## src/rtl/float_pkg.sv

```systemverilog
// Shared constants and types for the float add dispatch path.
// Holds the IEEE-754 single layout, the dispatcher state type and common operand constants.
package float_pkg;

   localparam int float_width      = 32;
   localparam int float_exp_width  = 8;
   localparam int float_mant_width = 23;

   typedef enum logic [0:0] {
      IDLE = 1'b0,
      WAIT = 1'b1
   } e_dispatch_state;

   localparam logic [float_width-1:0] float_pos_zero = 32'h0000_0000;
   localparam logic [float_width-1:0] float_one      = 32'h3F80_0000;

endpackage

```

## src/rtl/float_op_fifo.sv

```systemverilog
// Synchronous FIFO of {a, b, tag} add requests feeding the dispatcher.
// Registered head, no fall-through; push is refused while full even if a pop happens.
module float_op_fifo
   import float_pkg::*;
#(
   parameter int data_width = float_width,
   parameter int tag_width  = 4,
   parameter int depth      = 4
)(
   input  logic                        clk,
   input  logic                        rst,
   input  logic                        push,
   input  logic [data_width-1:0]       push_a,
   input  logic [data_width-1:0]       push_b,
   input  logic [tag_width-1:0]        push_tag,
   input  logic                        pop,
   output logic [data_width-1:0]       head_a,
   output logic [data_width-1:0]       head_b,
   output logic [tag_width-1:0]        head_tag,
   output logic                        full,
   output logic                        empty,
   output logic [$clog2(depth):0]      count
);

   localparam int addr_width  = $clog2(depth);
   localparam int count_width = addr_width + 1;
   localparam logic [count_width-1:0] full_count = count_width'(depth);

   logic [data_width-1:0]  mem_a_r   [depth];
   logic [data_width-1:0]  mem_b_r   [depth];
   logic [tag_width-1:0]   mem_tag_r [depth];
   logic [addr_width-1:0]  wr_ptr_r;
   logic [addr_width-1:0]  rd_ptr_r;
   logic [count_width-1:0] count_r;
   logic                   push_ok_s;
   logic                   pop_ok_s;

   assign full      = (count_r == full_count);
   assign empty     = (count_r == {count_width{1'b0}});
   assign count     = count_r;
   assign push_ok_s = push && !full;
   assign pop_ok_s  = pop && !empty;
   assign head_a    = mem_a_r[rd_ptr_r];
   assign head_b    = mem_b_r[rd_ptr_r];
   assign head_tag  = mem_tag_r[rd_ptr_r];

   // Storage, pointers (wrapping naturally at a power-of-two depth) and occupancy
   always_ff @(posedge clk or negedge rst) begin
      if (!rst) begin
         wr_ptr_r <= {addr_width{1'b0}};
         rd_ptr_r <= {addr_width{1'b0}};
         count_r  <= {count_width{1'b0}};
         for (int i = 0; i < depth; i++) begin
            mem_a_r[i]   <= {data_width{1'b0}};
            mem_b_r[i]   <= {data_width{1'b0}};
            mem_tag_r[i] <= {tag_width{1'b0}};
         end
      end else begin
         if (push_ok_s) begin
            mem_a_r[wr_ptr_r]   <= push_a;
            mem_b_r[wr_ptr_r]   <= push_b;
            mem_tag_r[wr_ptr_r] <= push_tag;
            wr_ptr_r            <= wr_ptr_r + addr_width'(1);
         end
         if (pop_ok_s) begin
            rd_ptr_r <= rd_ptr_r + addr_width'(1);
         end
         case ({push_ok_s, pop_ok_s})
            2'b10:   count_r <= count_r + count_width'(1);
            2'b01:   count_r <= count_r - count_width'(1);
            default: count_r <= count_r;
         endcase
      end
   end

endmodule

```

## src/rtl/float_add_dispatcher.sv

```systemverilog
// Issue stage for float_add_pipeline: queues tagged add requests, issues them one at a time,
// returns each result with its tag, and drops a hung operation under a sticky watchdog error.
module float_add_dispatcher
   import float_pkg::*;
#(
   parameter int float_width    = float_pkg::float_width,
   parameter int tag_width      = 4,
   parameter int fifo_depth     = 4,
   parameter int timeout_cycles = 15
)(
   input  logic                   clk,
   input  logic                   rst,
   input  logic                   in_valid,
   output logic                   in_ready,
   input  logic [float_width-1:0] in_a,
   input  logic [float_width-1:0] in_b,
   input  logic [tag_width-1:0]   in_tag,
   output logic                   add_req,
   output logic [float_width-1:0] add_a,
   output logic [float_width-1:0] add_b,
   input  logic                   add_ack,
   input  logic [float_width-1:0] add_out,
   output logic                   out_valid,
   output logic [float_width-1:0] out_data,
   output logic [tag_width-1:0]   out_tag,
   output logic                   busy,
   output logic                   err
);

   localparam int count_width = $clog2(fifo_depth) + 1;
   localparam int timer_width = $clog2(timeout_cycles + 1);
   localparam logic [timer_width-1:0] timer_last = timer_width'(timeout_cycles - 1);

   e_dispatch_state         state_r;
   e_dispatch_state         next_state_s;
   logic [timer_width-1:0]  timer_r;
   logic [tag_width-1:0]    tag_r;
   logic                    add_req_r;
   logic [float_width-1:0]  add_a_r;
   logic [float_width-1:0]  add_b_r;
   logic                    out_valid_r;
   logic [float_width-1:0]  out_data_r;
   logic [tag_width-1:0]    out_tag_r;
   logic                    err_r;

   logic                    push_s;
   logic                    pop_s;
   logic                    deliver_s;
   logic                    timeout_s;
   logic [float_width-1:0]  head_a_s;
   logic [float_width-1:0]  head_b_s;
   logic [tag_width-1:0]    head_tag_s;
   logic                    fifo_full_s;
   logic                    fifo_empty_s;
   logic [count_width-1:0]  fifo_count_s;

   assign in_ready  = !fifo_full_s;
   assign push_s    = in_valid && !fifo_full_s;
   assign busy      = (fifo_count_s != {count_width{1'b0}}) || (state_r != IDLE);
   assign add_req   = add_req_r;
   assign add_a     = add_a_r;
   assign add_b     = add_b_r;
   assign out_valid = out_valid_r;
   assign out_data  = out_data_r;
   assign out_tag   = out_tag_r;
   assign err       = err_r;

   float_op_fifo #(
      .data_width (float_width),
      .tag_width  (tag_width),
      .depth      (fifo_depth)
   ) u_fifo (
      .clk      (clk),
      .rst      (rst),
      .push     (push_s),
      .push_a   (in_a),
      .push_b   (in_b),
      .push_tag (in_tag),
      .pop      (pop_s),
      .head_a   (head_a_s),
      .head_b   (head_b_s),
      .head_tag (head_tag_s),
      .full     (fifo_full_s),
      .empty    (fifo_empty_s),
      .count    (fifo_count_s)
   );

   // State register
   always_ff @(posedge clk or negedge rst) begin
      if (!rst) begin
         state_r <= IDLE;
      end else begin
         state_r <= next_state_s;
      end
   end

   // Next-state: an ack always beats the watchdog terminal count in the same cycle
   always_comb begin
      next_state_s = state_r;
      case (state_r)
         IDLE: begin
            if (!fifo_empty_s) next_state_s = WAIT;
            else               next_state_s = IDLE;
         end
         WAIT: begin
            if (add_ack) begin
               if (!fifo_empty_s) next_state_s = WAIT;
               else               next_state_s = IDLE;
            end else if (timer_r == timer_last) begin
               next_state_s = IDLE;
            end else begin
               next_state_s = WAIT;
            end
         end
         default: next_state_s = IDLE;
      endcase
   end

   // Per-cycle actions: issue from the FIFO head, deliver a result, or drop on timeout
   always_comb begin
      pop_s     = 1'b0;
      deliver_s = 1'b0;
      timeout_s = 1'b0;
      case (state_r)
         IDLE: begin
            pop_s = !fifo_empty_s;
         end
         WAIT: begin
            if (add_ack) begin
               deliver_s = 1'b1;
               pop_s     = !fifo_empty_s;
            end else if (timer_r == timer_last) begin
               timeout_s = 1'b1;
            end else begin
               timeout_s = 1'b0;
            end
         end
         default: begin
            pop_s     = 1'b0;
            deliver_s = 1'b0;
            timeout_s = 1'b0;
         end
      endcase
   end

   // Registered adder interface, result strobe, watchdog timer and sticky error
   always_ff @(posedge clk or negedge rst) begin
      if (!rst) begin
         add_req_r   <= 1'b0;
         add_a_r     <= {float_width{1'b0}};
         add_b_r     <= {float_width{1'b0}};
         tag_r       <= {tag_width{1'b0}};
         timer_r     <= {timer_width{1'b0}};
         out_valid_r <= 1'b0;
         out_data_r  <= {float_width{1'b0}};
         out_tag_r   <= {tag_width{1'b0}};
         err_r       <= 1'b0;
      end else begin
         add_req_r   <= pop_s;
         out_valid_r <= deliver_s;
         if (pop_s) begin
            add_a_r <= head_a_s;
            add_b_r <= head_b_s;
            tag_r   <= head_tag_s;
            timer_r <= {timer_width{1'b0}};
         end else if ((state_r == WAIT) && !add_ack) begin
            timer_r <= timer_r + timer_width'(1);
         end
         if (deliver_s) begin
            out_data_r <= add_out;
            out_tag_r  <= tag_r;
         end
         if (timeout_s) begin
            err_r <= 1'b1;
         end
      end
   end

endmodule

```

## config.mk

```make
export PLATFORM = sky130hd
export DESIGN_NAME = float_add_dispatcher
export DESIGN_NICKNAME = d
export VERILOG_FILES = /design/src/rtl/float_pkg.sv /design/src/rtl/float_op_fifo.sv /design/src/rtl/float_add_dispatcher.sv
export SDC_FILE = /design/constraint.sdc
export NUM_CORES = 1
export LEC_CHECK = 0
export ABC_CLOCK_PERIOD_IN_PS = 4150
export CORE_MARGIN = 3
export CORE_UTILIZATION = 49
export CTS_CLUSTER_SIZE = 14
export DETAILED_ROUTE_END_ITERATION = 16
export GPL_ROUTABILITY_DRIVEN = 0
export PLACE_DENSITY = 0.71
export SLEW_MARGIN = 20
export SYNTH_ARGS = -nofsm -noshare
export SYNTH_HDL_FRONTEND = slang
export SYNTH_SLANG_ARGS = --single-unit
export TNS_END_PERCENT = 10
```

## constraint.sdc

```tcl
create_clock -name clk -period 4.15 [get_ports clk]
set_input_delay 0.6225 -clock clk [delete_from_list [all_inputs] [get_ports clk]]
set_output_delay 0.6225 -clock clk [all_outputs]
set_load 0.005 [all_outputs]
```

==> impl_metrics.toml <==
[global_route]
track_usage = 0.191
grt_max_degree = 88
antenna_found_initial = 3
overflow = 0
grt_pass1_vias = 9783
grt_pass1_wl_mm = 54.6

[floorplanning]
die_x_um = 189
io_pins = 209
die_h_um = 189
row_count = 66
die_area_um2 = 35800
core_um2 = 32800
floorplan.initialDensity = 0.501

[clocking]
cts_max_path_buffers = 3
path_clk_slew_ns = 0.06
root_buffer = "clkbuf_16"
ctsHoldBuffers = 0
htreeDepth = 2
cts_resized = 0
clock-sinks = 391
clk_latency_ns = 0.52
numCtsBuffers = 42
cts_setup_buffers = 0
cts_tree = "built"

[place]
dp_slack_ns = 1.25
io_buffers = 208
placedCellCount = 1552
hpwl_mm = 19.9

[synth]
ys_seq_elements = 391
synth_top_area_cell = "dfrtp_1"
synth-warning-count = 0
async_flop_share = 1.00
syn_nets = 1053
yosys.cell_count.top_type = "dfrtp_1"
synth_top_flop_cell = "dfrtp_1"
yosys.area_share.xor_xnor = 0.00426
synth_compound_area_frac = 0.00282
netlist_area_um2 = 16400
synth-simple-area-share = 0.00997
synth_fa_ha_area_frac = 0.00655
yosys-top-cells-count = "dfrtp_1, mux2_2, mux4_2"
synthMuxAreaShare = 0.351
synth_top_area_frac = 0.595
yosysSeqAreaShare = 0.595
synth_cell_types = 33
synth_edf_count = 0
synthCells = 941
ys_top_cells_by_area = "dfrtp_1, mux2_2, mux4_2"
synth_top_family_by_area = "multiplexers"
postSynthAreaPerCell_um2 = 17.5

[drt]
drt_iter0_drc = 313
ant_nets = 0
drc = 0
drtPass1Iterations = 4
wl_mm = 33.2
drt-vias-per-instance = 5.45
wl_per_cell_um = 20.4
vias = 8877

[finish]
nets = 1266
drive_gt1_frac = 0.428
area_delta_synth_final_pct = 23.4
diodes = 0
instances_no_fill = 1628
fillers = 2435

[timing]
holdWs_ns = 0.0930
drv_slew = 0
skew_ns = 0.0134
finalWorstSetupSlack_ns = 1.17
clock.fmax_ghz = 0.336
setup_viol = 0
relSlewSlack = 0.259
tightest_slew_ns = 1.11
finalCritPeriodShare = 0.717
fin_crit_ns = 2.98
rsz0062_at_grt = "no"
setup-tns-final_ns = 0
hold_violations = 0

[setup_path]
max_stage_delay_ns = 0.68
critPathSlowestCell = "nor3_1"
critPathLaunchType = "flop"
worstSetupPathType = "reg -> out"
cp_top_family = "simple AND/OR/NAND/NOR gates"
crit_required_ns = 3.53
crit_path_end_kind = "primary output"
cp_num_buf_inv = 1
worstPathArrival_ns = 2.35
crit_chain = "nor3_1 -> or2b_1 -> clkdlybuf4s50_1"
crit_fanout = 6

[power]
leakage_nw = 8.52
ir_worst_vdd_v = 0.000614
power_density_nw_per_um2 = 811

[worst_hold_path]
min_path_type = "in -> async"

[run_status]
status = "finished clean"

[job]
maxCapViolations = 0
==> cells in the final DEF, fill, tap and decap left out, drive strengths merged, types with 2 or more instances in the layout <==
cell / count
inv: 8
ha: 7
mux2: 377
bufinv: 5
buf: 17
mux4: 68
dfrtp: 391
xnor2: 3
o21ai: 2
nor2: 4
clkdlybuf4s50: 207
clkinv: 7
nand3: 6
xor2: 5
clkbuf: 63
nand2: 3
==> final timing paths <==
path | start | to | slack (ns) | depth (start not counted)
min in group clk | err$_DFFE_PN0P_ | err$_DFFE_PN0P_ | 0.49 | 1
max in group asynchronous | rst | u_fifo.mem_a_r[82]$_DFFE_PN0P_ | 2.98 | 3
worst min register to register | err$_DFFE_PN0P_ | err$_DFFE_PN0P_ | 0.49 | 1
worst min-delay path | rst | u_fifo.mem_tag_r[10]$_DFFE_PN0P_ | 0.09 | 1
worst max register to register | u_fifo.count[1]$_DFFE_PN0P_ | u_fifo.mem_a_r[72]$_DFFE_PN0P_ | 1.52 | 4
worst max-delay path | u_fifo.count[0]$_DFFE_PN0P_ | busy | 1.17 | 3
==> cell type report <==
class	count	area, um2	area share
clock buffers	63	1240	0.0612
clock inverters	13	194	0.00956
inverters	7	26.3	0.00130
multi-input cells	488	6180	0.305
flip-flops and latches	391	9790	0.483
well taps	442	553	0.0273
repair buffers	224	2290	0.113
==> metrics by stage <==
step | utilization | cell area (um2) | total power, mW
after floorplan | - | 16400 | 10.8
after global placement | 0.575 | 18800 | 12.6
after detailed placement | 0.575 | 18800 | 12.8
after CTS | 0.618 | 20300 | 16.7
after global routing | 0.619 | 20300 | 17.5
final | 0.619 | 20300 | 16.4
==> state kept, by name, indices dropped and copies added, names as in the netlist <==
signal,flops
state_r,1
err,1
out_tag,4
add_req,1
u_fifo.mem_tag_r,16
u_fifo.rd_ptr_r,2
add_b,32
add_a,32
u_fifo.mem_b_r,128
out_data,32
u_fifo.mem_a_r,128
out_valid,1
timer_r,4
u_fifo.count,3
tag_r,4
u_fifo.wr_ptr_r,2
==> kinds of logic after synthesis <==
| group | count (synthesis) |
|---|---|
| muxes | 445 |
| xor gates and xnor gates | 8 |
| DFF | 391 |
| and+or+nand+nor | 21 |
| AOI/OAI and AO/OA | 6 |
| adders and majority gates | 8 |
| buffers and inverters | 62 |
==> where the power goes <==
| group | total (mW) | switching [mW] | leakage, nW | internal [mW] |
|---|---|---|---|---|
| sequential | 6.91 | 1.20 | 4.65 | 5.71 |
| clock | 3.84 | 1.46 | 0.710 | 2.38 |
| combinational | 5.71 | 1.83 | 3.16 | 3.88 |
| total | 16.4 | 4.49 | 8.52 | 12.0 |
==> layer usage <==
layer	GRT usage	wire (um)	vias to the layer above
met1	0.263	14700	4732
met4	0.0427	608	6
li1	-	-	3909
met3	0.0396	1600	59
met2	0.318	16300	171
met5	0	31	-
(Power assumes the default switching activity.)
